## src/rtl/rf_wb_arbiter.sv

```systemverilog
// Writeback arbiter: three per-requester FIFOs of {waddr, wdata} drained
// round-robin into a single registered register-file write port.
module rf_wb_arbiter #(
    parameter int DEPTH = 2
) (
    input  logic        clk,
    input  logic        rst,
    input  logic        flush,
    input  logic [2:0]  in_valid,
    output logic [2:0]  in_ready,
    input  logic [14:0] in_waddr,
    input  logic [95:0] in_wdata,
    output logic        rf_we,
    output logic [4:0]  rf_waddr,
    output logic [31:0] rf_wdata,
    output logic [1:0]  grant_id,
    output logic        pending
);
    localparam int PW = $clog2(DEPTH);
    localparam int CW = PW + 1;

    logic [4:0]    waddr_mem_q [3][DEPTH];
    logic [4:0]    waddr_mem_d [3][DEPTH];
    logic [31:0]   wdata_mem_q [3][DEPTH];
    logic [31:0]   wdata_mem_d [3][DEPTH];
    logic [PW-1:0] wr_ptr_q [3];
    logic [PW-1:0] wr_ptr_d [3];
    logic [PW-1:0] rd_ptr_q [3];
    logic [PW-1:0] rd_ptr_d [3];
    logic [CW-1:0] cnt_q [3];
    logic [CW-1:0] cnt_d [3];

    logic          rf_we_q, rf_we_d;
    logic [4:0]    rf_waddr_q, rf_waddr_d;
    logic [31:0]   rf_wdata_q, rf_wdata_d;
    logic [1:0]    grant_id_q, grant_id_d;
    logic [1:0]    rr_ptr_q, rr_ptr_d;

    logic [2:0]    empty;
    logic [2:0]    full;
    logic [2:0]    push;
    logic [2:0]    pop;
    logic          found;
    logic [1:0]    win;

    always_comb begin
        for (int i = 0; i < 3; i++) begin
            empty[i] = (cnt_q[i] == CW'(0));
            full[i]  = (cnt_q[i] == CW'(DEPTH));
        end
    end

    // Ready is purely a function of stored occupancy so producers never see
    // a combinational path from their own valid or from this cycle's grant.
    assign in_ready = ~full & {3{~rst}};
    assign pending  = |(~empty);

    always_comb begin
        found = 1'b0;
        win   = 2'd0;
        for (int k = 0; k < 3; k++) begin
            int idx;
            idx = int'(rr_ptr_q) + k;
            if (idx >= 3) idx = idx - 3;
            if (!found && !empty[idx]) begin
                found = 1'b1;
                win   = 2'(idx);
            end
        end
    end

    always_comb begin
        waddr_mem_d = waddr_mem_q;
        wdata_mem_d = wdata_mem_q;
        wr_ptr_d    = wr_ptr_q;
        rd_ptr_d    = rd_ptr_q;
        cnt_d       = cnt_q;
        rf_we_d     = 1'b0;
        rf_waddr_d  = rf_waddr_q;
        rf_wdata_d  = rf_wdata_q;
        grant_id_d  = grant_id_q;
        rr_ptr_d    = rr_ptr_q;
        push        = 3'b000;
        pop         = 3'b000;

        for (int i = 0; i < 3; i++) begin
            // Writes to r0 complete the handshake but are dropped here.
            push[i] = in_valid[i] && in_ready[i] && (in_waddr[5*i +: 5] != 5'd0);
            pop[i]  = found && (win == 2'(i));
            if (push[i]) begin
                waddr_mem_d[i][wr_ptr_q[i]] = in_waddr[5*i +: 5];
                wdata_mem_d[i][wr_ptr_q[i]] = in_wdata[32*i +: 32];
                wr_ptr_d[i] = wr_ptr_q[i] + PW'(1);
            end
            if (pop[i]) begin
                rd_ptr_d[i] = rd_ptr_q[i] + PW'(1);
            end
            case ({push[i], pop[i]})
                2'b10:   cnt_d[i] = cnt_q[i] + CW'(1);
                2'b01:   cnt_d[i] = cnt_q[i] - CW'(1);
                default: cnt_d[i] = cnt_q[i];
            endcase
        end

        if (found) begin
            rf_we_d    = 1'b1;
            rf_waddr_d = waddr_mem_q[win][rd_ptr_q[win]];
            rf_wdata_d = wdata_mem_q[win][rd_ptr_q[win]];
            grant_id_d = win;
            rr_ptr_d   = (win == 2'd2) ? 2'd0 : win + 2'd1;
        end

        if (flush) begin
            for (int i = 0; i < 3; i++) begin
                wr_ptr_d[i] = '0;
                rd_ptr_d[i] = '0;
                cnt_d[i]    = '0;
            end
            rf_we_d    = 1'b0;
            rf_waddr_d = rf_waddr_q;
            rf_wdata_d = rf_wdata_q;
            grant_id_d = grant_id_q;
            rr_ptr_d   = 2'd0;
        end
    end

    always_ff @(posedge clk or posedge rst) begin
        if (rst) begin
            for (int i = 0; i < 3; i++) begin
                for (int j = 0; j < DEPTH; j++) begin
                    waddr_mem_q[i][j] <= '0;
                    wdata_mem_q[i][j] <= '0;
                end
                wr_ptr_q[i] <= '0;
                rd_ptr_q[i] <= '0;
                cnt_q[i]    <= '0;
            end
            rf_we_q    <= 1'b0;
            rf_waddr_q <= '0;
            rf_wdata_q <= '0;
            grant_id_q <= '0;
            rr_ptr_q   <= '0;
        end else begin
            waddr_mem_q <= waddr_mem_d;
            wdata_mem_q <= wdata_mem_d;
            wr_ptr_q    <= wr_ptr_d;
            rd_ptr_q    <= rd_ptr_d;
            cnt_q       <= cnt_d;
            rf_we_q     <= rf_we_d;
            rf_waddr_q  <= rf_waddr_d;
            rf_wdata_q  <= rf_wdata_d;
            grant_id_q  <= grant_id_d;
            rr_ptr_q    <= rr_ptr_d;
        end
    end

    assign rf_we    = rf_we_q;
    assign rf_waddr = rf_waddr_q;
    assign rf_wdata = rf_wdata_q;
    assign grant_id = grant_id_q;

endmodule

```

## config.mk

```make
export PLATFORM = sky130hd
export DESIGN_NAME = rf_wb_arbiter
export DESIGN_NICKNAME = d
export VERILOG_FILES = /design/src/rtl/rf_wb_arbiter.sv
export SDC_FILE = /design/constraint.sdc
export NUM_CORES = 1
export LEC_CHECK = 0
export ABC_CLOCK_PERIOD_IN_PS = 10690
export CELL_PAD_IN_SITES_DETAIL_PLACEMENT = 1
export CELL_PAD_IN_SITES_GLOBAL_PLACEMENT = 1
export CORE_MARGIN = 3
export CORE_UTILIZATION = 41
export CTS_CLUSTER_SIZE = 12
export DETAILED_ROUTE_END_ITERATION = 7
export HOLD_SLACK_MARGIN = 0.08
export PLACE_DENSITY_LB_ADDON = 0.1
export SLEW_MARGIN = 25
export SYNTH_ARGS = -nofsm -noshare
export SYNTH_HDL_FRONTEND = slang
export SYNTH_SLANG_ARGS = --single-unit
```

## constraint.sdc

```tcl
create_clock -name clk -period 10.69 [get_ports clk]
set_clock_uncertainty 0.05 [all_clocks]
set_input_delay 2.6725 -clock clk [delete_from_list [all_inputs] [get_ports clk]]
set_output_delay 2.6725 -clock clk [all_outputs]
set_load 0.1 [all_outputs]
```

==> results.py <==
metrics = {
    "setup_path": {
        "cp_cell_sequence": "clkdlybuf4s50_1, a21oi_1, clkdlybuf4s50_1",
        "r2r_slack_ns": 7.03,
        "cp-start-kind": "input pin",
        "endpoint": "in_ready[0]",
        "crit_top_cell": "clkdlybuf4s50_1",
        "crit_start": "rst",
        "r2r_start": "rr_ptr_q[0]",
        "worst_r2r_path_depth": 9,
        "path_max_fanout": 4,
        "r2r_end": "rf_wdata[9]",
        "cp.required_ns": 7.97,
        "cp_slowest_cell": "clkdlybuf4s50_1",
        "crit_path_end_kind": "output pin",
        "crit_arrival_ns": 4.71,
        "worst-setup-path-type": "in2out",
        "slowest_delay_ns": 1.17,
    },
    "timing": {
        "relSlewSlack_pct": 27.8,
        "max_freq_mhz": 135,
        "worstMarginPinSlew_ns": 1.08,
        "setup_tns_ns": 0,
        "fin_crit_sh_pct": 69.5,
        "grt_setup_unrepaired": "false",
        "fin_crit_ns": 7.43,
        "hold_viol_final": 0,
        "setup_violations": 0,
        "slew_violations": 0,
    },
    "cells_and_area": {
        "final_cell_mix": "dfrtp_1 (276), mux2_2 (185), clkdlybuf4s50_1 (160), nor2_1 (92), inv_1 (83)",
        "register_area_sq_um": 6910,
        "final_area_sq_um": 15600,
        "fill_cells": 3149,
        "antenna_cells": 0,
        "area_growth_pct": 22.6,
        "drive_gt1_share_pct": 22.1,
        "layout_commonest_cell": "dfrtp_1",
        "multi_input_area_sq_um": 5230,
        "stdcell_count": 1607,
        "finalNetCount": 1318,
    },
    "clock_network": {
        "post_cts_buffers": 0,
        "root_buffer": "clkbuf_16",
        "clock_path_buffers": 3,
        "cts_resized": 0,
        "clk_latency_ns": 0.55,
        "htreeDepth": 1,
        "cts_tree": "done",
        "clkTransAtPathRegs_ns": 0.06,
        "clock-sinks": 276,
        "holdBufCountCts": 0,
        "cts_buffers": 29,
    },
    "placed_design": {
        "place_area_sq_um": 14700,
        "numPortBuffers": 160,
        "gp_congestion": 0.774,
        "place_inst": 1556,
        "dp_hpwl_microns": 20500,
    },
    "route": {
        "dr.pass1.iters": 4,
        "drt_wl_total_microns": 33400,
        "vias_per_cell": 5.39,
        "vias": 8656,
        "drt-initial-drc-count": 403,
        "routedWlPerCell_microns": 20.8,
        "ant_nets": 0,
        "route.detailed.drc": 0,
    },
    "global_routing": {
        "grt_max_degree": 145,
        "grt_first_pass_wirelength_microns": 52700,
        "globalRouteOverflowTotal": 0,
        "grt_pass1_vias": 9360,
        "antenna_found_initial": 2,
        "grt_use_total_pct": 19.8,
    },
    "flow_run": {
        "maxCapViolations": 0,
    },
    "floorplan": {
        "start_util_pct": 42.3,
        "ios": 161,
        "dieWidth_microns": 182,
        "row_count": 63,
        "die-area_sq_um": 33200,
        "die_h_microns": 182,
        "coreArea_sq_um": 30100,
    },
    "power_and_ir_drop": {
        "ir_drop_uv": 247,
        "leakage_uw": 0.00708,
        "power.total_uw": 5700,
        "powerDensity_nw_per_um2": 365,
    },
    "min_path": {
        "hold_path.class": "reg2reg",
    },
    "logic_synthesis": {
        "ys_types": 45,
        "ys.flop_type": "dfrtp_1",
        "syn-num-nets": 1183,
        "synthArstFlopShare_pct": 100,
        "syn_area_per_cell_sq_um": 12.0,
        "synth-seq-cells": 276,
        "syn_inst": 1063,
        "yosysSeqAreaShare_pct": 54.3,
        "synth_edf_count": 0,
        "syn_area_sq_um": 12700,
        "yosysWarnings": 0,
    },
    "run_status": {
        "status": "finished, final reports clean",
    },
}
==> cells in the mapped netlist, types with 3 or more instances <==
| cell type | instances | area, sq um |
|---|---|---|
| clkbuf_1 | 43 | 161 |
| o211a_1 | 3 | 30.0 |
| nor2_1 | 92 | 345 |
| buf_1 | 3 | 11.3 |
| nor3b_1 | 3 | 22.5 |
| xnor2_1 | 13 | 114 |
| o311a_1 | 37 | 370 |
| nor3_1 | 3 | 15.0 |
| o221ai_2 | 8 | 120 |
| mux2i_1 | 77 | 771 |
| nor2b_1 | 3 | 18.8 |
| nand2_1 | 48 | 180 |
| nand2b_1 | 38 | 238 |
| inv_1 | 84 | 315 |
| o221ai_1 | 29 | 254 |
| or4_1 | 3 | 22.5 |
| dfrtp_1 | 276 | 6910 |
| a21oi_1 | 9 | 45.0 |
| mux2_2 | 185 | 2080 |
| nand3_1 | 5 | 25.0 |
| ha_1 | 3 | 37.5 |
| buf_2 | 19 | 95.1 |
| buf_6 | 5 | 56.3 |
| o21ai_0 | 44 | 220 |
| or2_2 | 5 | 31.3 |
==> area by class of cell <==
class                   count  share of cell area, %
flip-flops and latches    276                   44.3
repair buffers            174                   11.4
clock inverters             6                  0.217
clock buffers              44                   5.40
multi-input cells         633                   33.5
inverters                  84                   2.07
well taps                 390                   3.13
==> per-stage QoR <==
step	setup slack, ns	util, %	hold slack (ns)
floorplan	0.359	-	0.429
global placement	3.23	48.6	0.436
detailed placement	3.24	48.8	0.443
CTS	3.23	51.7	0.457
global route	3.20	51.8	0.463
finish	3.26	51.8	0.454
==> per-layer routing <==
metal,global-route usage (%),wire (microns),up-vias,part of all wire [%]
met5,0,27,-,0.081
met4,3.50,499,4,1.5
met3,2.93,1360,46,4.1
met2,33.2,15900,174,48
met1,27.9,15600,4443,47
li1,-,-,3989,-
==> sequential cells by signal, indices dropped and copies added (netlist names) <==
register	flops
wdata_mem_q	192
rf_wdata	32
waddr_mem_q	30
cnt_q	6
rf_waddr	5
rd_ptr_q	3
wr_ptr_q	3
grant_id	2
rr_ptr_q	2
rf_we	1
==> how the worst min path moves through the flow <==
stage	end	start	slack, ns	cells after the start
floorplan	waddr_mem_q[10]	waddr_mem_q[10]	0.43	1
global placement	waddr_mem_q[14]	waddr_mem_q[14]	0.44	1
detailed placement	wdata_mem_q[64]	wdata_mem_q[64]	0.44	1
CTS	wdata_mem_q[139]	wdata_mem_q[139]	0.46	1
global route	wdata_mem_q[29]	wdata_mem_q[29]	0.46	1
finish	wdata_mem_q[88]	wdata_mem_q[88]	0.45	1
==> report_power, final <==
group / switching [uW] / internal [uW] / total, uW
clock network: 405 / 538 / 943
logic: 1860 / 1110 / 2970
registers: 261 / 1520 / 1780
total: 2520 / 3170 / 5700
==> logic make-up after synthesis <==
group,count (synthesis),synth area share (%)
fa+ha+maj,3,0.295
flops,276,54.3
xor+xnor,15,1.03
buf+inv,154,5.02
mux,262,22.4
compound gates,145,9.41
simple gates,208,7.52
==> critical path: cells and delay by family <==
| family | cells | cell delay [ns] |
|---|---|---|
| buffers and inverters | 2 | 1.76 |
| AO/OA/AOI/OAI | 1 | 0.27 |
Note: power is estimated with default switching activity, not from simulation.
